--- src/rtl/vga_pkg.sv ---
// Shared VGA display constants and framebuffer arbiter types.
// HDISP/VDISP defaults are common to the timing generator and the framebuffer arbiter.
package vga_pkg;

  localparam int VGA_HDISP = 800;
  localparam int VGA_VDISP = 480;
  localparam int FB_WORDS  = VGA_HDISP * VGA_VDISP;

  localparam int FB_BURST      = 16;
  localparam int FB_FIFO_DEPTH = 256;
  localparam int FB_AW         = 19;
  localparam int FB_DW         = 32;
  localparam int FB_MAX_VID    = 4;

  typedef enum logic [1:0] {
    IDLE      = 2'd0,
    VID_BURST = 2'd1,
    HOST_WR   = 2'd2
  } fb_arb_state_t;

endpackage

--- src/rtl/vga_fb_arbiter.sv ---
// Framebuffer arbiter: display line fetch in fixed read bursts with priority,
// single-word host writes admitted after MAX_VID consecutive bursts while the host waits.
module vga_fb_arbiter
  import vga_pkg::*;
#(
  parameter int HDISP      = VGA_HDISP,
  parameter int VDISP      = VGA_VDISP,
  parameter int BURST      = FB_BURST,
  parameter int FIFO_DEPTH = FB_FIFO_DEPTH,
  parameter int AW         = FB_AW,
  parameter int DW         = FB_DW,
  parameter int MAX_VID    = FB_MAX_VID
) (
  input  logic                          pixel_clk,
  input  logic                          pixel_rst_n,
  input  logic                          frame_start,
  input  logic [$clog2(FIFO_DEPTH):0]   fifo_level,
  output logic                          pix_wr,
  output logic [DW-1:0]                 pix_data,
  input  logic                          host_req,
  input  logic [AW-1:0]                 host_addr,
  input  logic [DW-1:0]                 host_wdata,
  output logic                          host_ack,
  output logic                          mem_req,
  output logic                          mem_we,
  output logic [AW-1:0]                 mem_addr,
  output logic [DW-1:0]                 mem_wdata,
  input  logic                          mem_gnt,
  input  logic                          mem_rvalid,
  input  logic [DW-1:0]                 mem_rdata
);

  localparam int LW = $clog2(FIFO_DEPTH) + 1;
  localparam int SW = LW + 1;
  localparam int BW = $clog2(BURST);
  localparam int CW = $clog2(MAX_VID + 1);

  localparam logic [AW-1:0] FB_LAST   = AW'(HDISP * VDISP - 1);
  localparam logic [SW-1:0] VID_LIMIT = SW'(FIFO_DEPTH - BURST);

  fb_arb_state_t   state_q,      state_d;
  logic [AW-1:0]   vid_addr_q,   vid_addr_d;
  logic [LW-1:0]   inflight_q,   inflight_d;
  logic [CW-1:0]   vid_cnt_q,    vid_cnt_d;
  logic [BW-1:0]   beat_q,       beat_d;
  logic            frame_done_q, frame_done_d;
  logic            fs_pend_q,    fs_pend_d;
  logic            rd_armed_q,   rd_armed_d;
  logic            mem_req_q,    mem_req_d;
  logic            mem_we_q,     mem_we_d;
  logic [AW-1:0]   mem_addr_q,   mem_addr_d;
  logic [DW-1:0]   mem_wdata_q,  mem_wdata_d;
  logic            host_ack_q,   host_ack_d;
  logic            pix_wr_q,     pix_wr_d;
  logic [DW-1:0]   pix_data_q,   pix_data_d;

  logic            rd_gnt;
  logic            wr_gnt;
  logic            rd_ret;
  logic            go_decide;
  logic            vid_ok;
  logic            host_pend;
  logic [LW-1:0]   dec_inflight;
  logic [SW-1:0]   level_sum;

  assign rd_gnt = (state_q == VID_BURST) && mem_req_q && mem_gnt;
  assign wr_gnt = (state_q == HOST_WR) && mem_req_q && mem_gnt;
  // Returns are only trusted once a read has been issued since reset.
  assign rd_ret = mem_rvalid && rd_armed_q;

  always_comb begin
    state_d      = state_q;
    vid_addr_d   = vid_addr_q;
    inflight_d   = inflight_q;
    vid_cnt_d    = vid_cnt_q;
    beat_d       = beat_q;
    frame_done_d = frame_done_q;
    fs_pend_d    = fs_pend_q;
    rd_armed_d   = rd_armed_q | rd_gnt;
    mem_req_d    = mem_req_q;
    mem_we_d     = mem_we_q;
    mem_addr_d   = mem_addr_q;
    mem_wdata_d  = mem_wdata_q;
    host_ack_d   = 1'b0;
    pix_wr_d     = rd_ret;
    pix_data_d   = rd_ret ? mem_rdata : pix_data_q;
    go_decide    = 1'b0;
    vid_ok       = 1'b0;
    host_pend    = 1'b0;
    dec_inflight = inflight_q;
    level_sum    = '0;

    if (rd_gnt && !rd_ret) begin
      inflight_d = inflight_q + LW'(1);
    end else if (!rd_gnt && rd_ret && inflight_q != '0) begin
      inflight_d = inflight_q - LW'(1);
    end

    case (state_q)
      IDLE: begin
        // A restart is applied first; the fetch decision follows a cycle later.
        if (frame_start) begin
          vid_addr_d   = '0;
          frame_done_d = 1'b0;
        end else begin
          go_decide = 1'b1;
        end
      end

      VID_BURST: begin
        if (frame_start) fs_pend_d = 1'b1;
        if (rd_gnt) begin
          beat_d = beat_q + BW'(1);
          if (vid_addr_q == FB_LAST) begin
            vid_addr_d   = '0;
            frame_done_d = 1'b1;
          end else begin
            vid_addr_d = vid_addr_q + AW'(1);
          end
          mem_addr_d = vid_addr_d;
          if (beat_q == BW'(BURST - 1)) begin
            if (fs_pend_q || frame_start) begin
              vid_addr_d   = '0;
              frame_done_d = 1'b0;
              fs_pend_d    = 1'b0;
            end
            if (!host_req)                       vid_cnt_d = '0;
            else if (vid_cnt_q != CW'(MAX_VID)) vid_cnt_d = vid_cnt_q + CW'(1);
            mem_req_d = 1'b0;
            state_d   = IDLE;
            // Chain straight into the next decision so back-to-back bursts leave no gap.
            go_decide = 1'b1;
          end
        end
      end

      HOST_WR: begin
        if (frame_start) begin
          vid_addr_d   = '0;
          frame_done_d = 1'b0;
        end
        if (wr_gnt) begin
          host_ack_d = 1'b1;
          vid_cnt_d  = '0;
          mem_req_d  = 1'b0;
          mem_we_d   = 1'b0;
          state_d    = IDLE;
        end
      end

      default: state_d = IDLE;
    endcase

    if (go_decide) begin
      dec_inflight = (state_q == IDLE) ? inflight_q : inflight_d;
      level_sum    = SW'(fifo_level) + SW'(dec_inflight);
      vid_ok       = !frame_done_d && (level_sum <= VID_LIMIT);
      // The request still sits high in the cycle its ack is visible; do not serve it twice.
      host_pend    = host_req && !host_ack_q;
      if (vid_ok && !(host_pend && vid_cnt_d == CW'(MAX_VID))) begin
        state_d    = VID_BURST;
        mem_req_d  = 1'b1;
        mem_we_d   = 1'b0;
        mem_addr_d = vid_addr_d;
        beat_d     = '0;
      end else if (host_pend) begin
        state_d     = HOST_WR;
        mem_req_d   = 1'b1;
        mem_we_d    = 1'b1;
        mem_addr_d  = host_addr;
        mem_wdata_d = host_wdata;
      end
    end
  end

  always_ff @(posedge pixel_clk or negedge pixel_rst_n) begin
    if (!pixel_rst_n) begin
      state_q      <= IDLE;
      vid_addr_q   <= '0;
      inflight_q   <= '0;
      vid_cnt_q    <= '0;
      beat_q       <= '0;
      frame_done_q <= 1'b1;
      fs_pend_q    <= 1'b0;
      rd_armed_q   <= 1'b0;
      mem_req_q    <= 1'b0;
      mem_we_q     <= 1'b0;
      mem_addr_q   <= '0;
      mem_wdata_q  <= '0;
      host_ack_q   <= 1'b0;
      pix_wr_q     <= 1'b0;
      pix_data_q   <= '0;
    end else begin
      state_q      <= state_d;
      vid_addr_q   <= vid_addr_d;
      inflight_q   <= inflight_d;
      vid_cnt_q    <= vid_cnt_d;
      beat_q       <= beat_d;
      frame_done_q <= frame_done_d;
      fs_pend_q    <= fs_pend_d;
      rd_armed_q   <= rd_armed_d;
      mem_req_q    <= mem_req_d;
      mem_we_q     <= mem_we_d;
      mem_addr_q   <= mem_addr_d;
      mem_wdata_q  <= mem_wdata_d;
      host_ack_q   <= host_ack_d;
      pix_wr_q     <= pix_wr_d;
      pix_data_q   <= pix_data_d;
    end
  end

  assign mem_req   = mem_req_q;
  assign mem_we    = mem_we_q;
  assign mem_addr  = mem_addr_q;
  assign mem_wdata = mem_wdata_q;
  assign host_ack  = host_ack_q;
  assign pix_wr    = pix_wr_q;
  assign pix_data  = pix_data_q;

  a_no_orphan_rvalid: assert property (@(posedge pixel_clk) disable iff (!pixel_rst_n)
    !(mem_rvalid && rd_armed_q && inflight_q == '0));

  a_inflight_bound: assert property (@(posedge pixel_clk) disable iff (!pixel_rst_n)
    inflight_q <= LW'(FIFO_DEPTH));

endmodule
--- config.mk ---
export PLATFORM = sky130hd
export DESIGN_NAME = vga_fb_arbiter
export DESIGN_NICKNAME = d
export VERILOG_FILES = /design/src/rtl/vga_pkg.sv /design/src/rtl/vga_fb_arbiter.sv
export SDC_FILE = /design/constraint.sdc
export NUM_CORES = 1
export LEC_CHECK = 0
export CAP_MARGIN = 20
export CORE_MARGIN = 3
export CORE_UTILIZATION = 53
export DETAILED_ROUTE_END_ITERATION = 8
export HOLD_SLACK_MARGIN = 0.05
export PLACE_DENSITY = 0.95
export SYNTH_ARGS = -nofsm -noshare
export SYNTH_HDL_FRONTEND = slang
export SYNTH_SLANG_ARGS = --single-unit
--- constraint.sdc ---
create_clock -name pixel_clk -period 9.1 [get_ports pixel_clk]
set_input_delay 1.82 -clock pixel_clk [delete_from_list [all_inputs] [get_ports pixel_clk]]
set_output_delay 1.82 -clock pixel_clk [all_outputs]
set_load 0.01 [all_outputs]
# Yosys cells after proc, flatten, opt, wreduce, memory -nomap -nowiden
# Index checks and enable logic that the tools add are counted.
[word_totals] reg_bits=127 input_bits=98 output_inout_bits=87 word_cells=111
[classes] n_addsub=6 order_cmp=1 eq_ne=6 muxes=59 bitwise_logic=2 reduce_logical=22
[op_table] operator="$mux 19" n=10
[op_table] operator="$pmux 19 s2" n=1
[op_table] operator="$mux 9" n=3
[op_table] operator="$mux 1" n=25
[op_table] operator="$add 19x1->19 const B" n=1
[op_table] operator="$eq 19x19->1 const B" n=1
[op_table] operator="$mux 4" n=4
[op_table] operator="$mux 3" n=5
[op_table] operator="$logic_and 1x1->1" n=12
[op_table] operator="$mux 2" n=6
[op_table] operator="$add 9x9->10" n=1
[op_table] operator="$le 10x8->1 const B" n=1
[op_table] operator="$add 9x1->9 const B" n=1
[op_table] operator="$reduce_bool 9->1" n=1
[op_table] operator="$sub 9x1->9 const B" n=1
[op_table] operator="$pmux 1 s2" n=3
[op_table] operator="$pmux 2 s3" n=1
[op_table] operator="$pmux 3 s2" n=1
[op_table] operator="$logic_not 1->1" n=5
[op_table] operator="$add 4x1->4 const B" n=1
[op_table] operator="$eq 4x4->1 const B" n=1
[op_table] operator="$add 3x1->3 const B" n=1
[op_table] operator="$eq 3x3->1 const B" n=1
[op_table] operator="$ne 3x3->1 const B" n=1
[op_table] operator="other kinds (8)" n=8

# Depth between registers and ports, before layout
[logic_depth] ltp_word=15 depth_mapped=19 depth_no_buf=17

# Worst setup path before layout
# Ideal clock, no wire load.
[synth_path] path_kind="input to register" startpoint="input port mem_rvalid" endpoint="register mem_addr_q[11] (netlist: mem_addr[11])" setup_ns=0.126 arrival_ns=5.195 t_required_ns=8.974 setup_slack_ns=3.779 path_stages=16 cell_sequence="and2_1 > clkbuf_1 > nor2_1 > nand4_1 > o32a_1 > nor2_1 > xor2_1 > ha_1 > a2111oi_0 > o21ai_0 > a211oi_1 > and4_1 > buf_6 > a21oi_4 > buf_6 > a221o_1"
[synth_via] elab_chain_cells=12
[synth_lines] item="from (decl)" line_no="vga_fb_arbiter.sv:29" rtl="input logic mem_rvalid,"
[synth_lines] item="$logic_and 1x1->1 (*)" line_no="vga_fb_arbiter.sv:69" rtl="assign rd_ret = mem_rvalid && rd_armed_q;"
[synth_lines] item="$logic_and 1x1->1 (2 in series)" line_no="vga_fb_arbiter.sv:95" rtl="end else if (!rd_gnt && rd_ret && inflight_q != '0) begin"
[synth_lines] item="$mux 9" line_no="vga_fb_arbiter.sv:95"
[synth_lines] item="$mux 9 (*)" line_no="vga_fb_arbiter.sv:93" rtl="if (rd_gnt && !rd_ret) begin"
[synth_lines] item="$mux 9 (*)" line_no="vga_fb_arbiter.sv:155" rtl="dec_inflight = (state_q == IDLE) ? inflight_q : inflight_d;"
[synth_lines] item="$add 9x9->10 (*)" line_no="vga_fb_arbiter.sv:156" rtl="level_sum = SW'(fifo_level) + SW'(dec_inflight);"
[synth_lines] item="$le 10x8->1 (*)" line_no="vga_fb_arbiter.sv:157" rtl="vid_ok = !frame_done_d && (level_sum <= VID_LIMIT);"
[synth_lines] item="$logic_and 1x1->1 (*)" line_no="vga_fb_arbiter.sv:157"
[synth_lines] item="$logic_and 1x1->1 (*)" line_no="vga_fb_arbiter.sv:160" rtl="if (vid_ok && !(host_pend && vid_cnt_d == CW'(MAX_VID))) begin"
[synth_lines] item="$mux 19 (*)" line_no="vga_fb_arbiter.sv:160"
[synth_lines] item="$mux 19 (*)" line_no="vga_fb_arbiter.sv:154" rtl="if (go_decide) begin"
[synth_lines] item="named net mem_addr_d[11]" line_no="vga_fb_arbiter.sv:51" rtl="logic [AW-1:0] mem_addr_q, mem_addr_d;"
[synth_lines] item="to (signal assigned)" line_no="vga_fb_arbiter.sv:204" rtl="mem_addr_q <= mem_addr_d;"
[synth_lines] item="to (decl)" line_no="vga_fb_arbiter.sv:51"
# The timed path passes the listed nets; every way through them passes the cells marked *.
# A chain may end at the register's enable or synchronous reset.

# Worst setup path after layout
[layout_path] startpoint="input port mem_rvalid" endpoint="register mem_addr_q[8] (netlist: mem_addr[8])"
# Same word-level chain as after synthesis.

==> results.toml <==
[synthesis]
netlist_top_cells_count = "dfrtp_1, nand2_1, o21ai_0"
synth_cells = 626
synth_most_common_cell = "dfrtp_1"
ys.flop_type = "dfrtp_1"
ys_ff_latch = 127
synth_top_area_cell = "dfrtp_1"
ys.warnings.count = 0
synthArstFlopShare = 1.00
synth_nets = 746
netlist.area_leader.share = 0.459
netlist_top_cells_area = "dfrtp_1, mux2_4, mux2_2"
synth_cell_types = 70
synth.cell_area_mm2 = 0.00688
synth_area_per_cell_um2 = 11.0
synth_edf_count = 0
ys_seq_area_frac = 0.462

[routing]
drt-pass1-iter-count = 6
num_vias = 6006
wirelength_um = 21800
drtAntennaViolNets = 0
vias_per_cell = 6.09
drt_iter0_drc = 848
drc = 0
routedWlPerCell_um = 22.1

[worst_setup_path]
startpoint_type = "input port"
cp.arrival_ns = 6.98
critPathTopFamily = "compound AO/OA/AOI/OAI gates"
cp_max_fo = 34
critPathSlowestCell = "o21ai_1"
endpoint_kind = "flip-flop"
path_class = "input port to flip-flop"
critPathMaxStageDelay_ns = 0.86
worst-path-buf-inv = 2
critPathRequiredTime_ns = 9.45
path_cells = "clkdlybuf4s50_1 > and2_1 > buf_4 > o211a_1 > nand4bb_1 > nor3_1 > a31oi_1 > nor2_1 > xor2_1 > ha_1 > a2111oi_0 > o21ai_0 > a211oi_1 > nand4_1 > o21ai_1 > o221a_2"

[place]
dpl.cell_count = 954
dpl.hpwl_um = 14900
finalWeightedCongestion = 0.956
portBuffers = 184

[sta]
fin_crit_ns = 6.62
finClkSkew_ns = 0.00818
holdWs_ns = 0.465
hold_viol = 0
rsz0062_at_grt = "no"
drv_slew = 0
tns_ns = 0
relSlewSlack = 0.296
tightest_slew_ns = 1.05
setup_viol = 0
fin_crit_sh = 0.728
clock.fmax_ghz = 0.151

[cts]
cts_setup_buffers = 0
cts_resized = 0
cts_hold_buf = 0
clock_latency_ns = 0.42
cts_sinks = 127
clock-root-buffer = "clkbuf_16"
clock_path_buffers = 2
cts_made_buffers = 17
h-tree-depth = 4
cts_tree = "done"
path_clk_slew_ns = 0.06

[floorplan]
core_mm2 = 0.0124
fp-row-count = 40
die_w_um = 120
ioPinCount = 185
die_area_mm2 = 0.0144
start_util = 0.556
dieHeight_um = 120

[grt]
grt_overflow = 0
grt_pass1_vias = 6089
grt_pass1_wl_um = 34300
track_usage = 0.308
antenna_found_initial = 0
grt_max_degree = 72

[pwr]
ir_drop_mv = 0.169
p_seq_frac = 0.309
pwr-share-clk = 0.229
p_sw_frac = 0.353
p_switching_mw = 1.08
fin_total_pwr_mw = 3.07
powerDensity_mw_per_mm2 = 327
intPower_mw = 1.98
p_comb_frac = 0.462
p_leak_nw = 3.94

[cells_and_area]
multiInputGateArea_mm2 = 0.00340
regArea_mm2 = 0.00318
area_delta_synth_final_pct = 36.6
drive_gt1_frac = 0.145
fill_cells = 788
final_nets = 925
diodes = 0
layout.cells.non_filler = 986
post-route-util = 0.760

[status]
status = "complete, no violations"

[hold_path]
hp-class = "flip-flop to flip-flop"

[flow_run]
cap_violations = 0
[placed cells by master, fill, tap and decap left out, types with 10 or more instances in the layout]
| master | synthesis | layout |
|---|---|---|
| a21oi_1 | 26 | 26 |
| a22oi_1 | 10 | 10 |
| clkbuf_16 | 0 | 17 |
| clkdlybuf4s50_1 | 0 | 183 |
| dfrtp_1 | 126 | 126 |
| ha_1 | 21 | 21 |
| inv_1 | 27 | 27 |
| mux2_2 | 33 | 33 |
| mux2_4 | 30 | 30 |
| nand2_1 | 38 | 38 |
| nand3_1 | 20 | 20 |
| nor2_1 | 36 | 36 |
| nor3_1 | 11 | 11 |
| o211ai_1 | 13 | 13 |
| o21ai_0 | 37 | 37 |
| xnor2_1 | 22 | 22 |
| xor2_1 | 17 | 17 |
[cells by family after synthesis]
logic type,after synthesis,share of synthesized area
flops,127,0.462
mux,67,0.126
fa+ha+maj,22,0.0411
simple gates,152,0.114
buf+inv,58,0.0435
compound gates,161,0.163
xor+xnor,39,0.0497
[worst reg2reg max path, delay by kind of cell (launching register included)]
| kind | cells | cell delay [ns] |
|---|---|---|
| flip-flops | 1 | 0.42 |
| AND/OR/NAND/NOR | 5 | 1.52 |
| adder cells (fa/ha/maj) | 2 | 0.81 |
| AO/OA/AOI/OAI | 6 | 2.51 |
| buffers and inverters | 1 | 0.10 |
| XOR/XNOR | 1 | 0.23 |
[cell type report]
type	instances	area share
Clock buffer	23	0.0509
Clock inverter	9	0.0141
Inverter	27	0.0108
Multi-Input combinational cell	441	0.362
Sequential cell	127	0.339
Tap cell	168	0.0224
Timing Repair Buffer	191	0.201
[power groups by stage]
| stage | Sequential, mW | Clock [mW] | Combinational [mW] |
|---|---|---|---|
| floorplan | 0.980 | 0 | 0.741 |
| global placement | 0.923 | 0 | 1.33 |
| detailed placement | 0.942 | 0 | 1.38 |
| CTS | 0.946 | 0.708 | 1.41 |
| global route | 0.969 | 0.738 | 1.51 |
| finish | 0.949 | 0.702 | 1.42 |
[routing by layer]
layer,vias to the layer above,global-route usage,wire length [um]
li1,2650,-,-
met4,0,0.110,670
met3,52,0.0815,1880
met2,359,0.521,10800
met5,-,0,0
met1,2945,0.380,8520
[per-stage QoR]
| stage | area (um2) | setup WS [ns] |
|---|---|---|
| after CTS | 9390 | 2.62 |
| after global placement | 8780 | 2.41 |
| after global routing | 9390 | 2.08 |
| after floorplan | 6880 | 3.78 |
| after detailed placement | 8780 | 2.25 |
| final | 9390 | 2.48 |
[registers in the layout, indices dropped and copies added (netlist names)]
signal / flops
mem_wdata: 32
pix_data: 32
mem_addr: 19
vid_addr_q: 19
inflight_q: 9
beat_q: 4
vid_cnt_q: 3
state_q: 2
frame_done_q: 1
fs_pend_q: 1
host_ack: 1
mem_req: 1
mem_we: 1
pix_wr: 1
rd_armed_q: 1
[path summary, 6_finish.rpt]
check | start | end | slack, ns | cells after the start
hold reg to reg | rd_armed_q$_DFF_PN0_ | rd_armed_q$_DFF_PN0_ | 0.46 | 1
hold / removal | rd_armed_q$_DFF_PN0_ | rd_armed_q$_DFF_PN0_ | 0.46 | 1
setup / recovery | mem_rvalid | mem_addr[8]$_DFF_PN0_ | 2.48 | 16
min in group asynchronous | pixel_rst_n | pix_data[7]$_DFFE_PN0P_ | 1.47 | 1
setup reg to reg | state_q[1]$_DFF_PN0_ | mem_addr[8]$_DFF_PN0_ | 3.46 | 15
max in group asynchronous | pixel_rst_n | mem_wdata[2]$_DFFE_PN0P_ | 6.22 | 2
(Power assumes the default switching activity.)
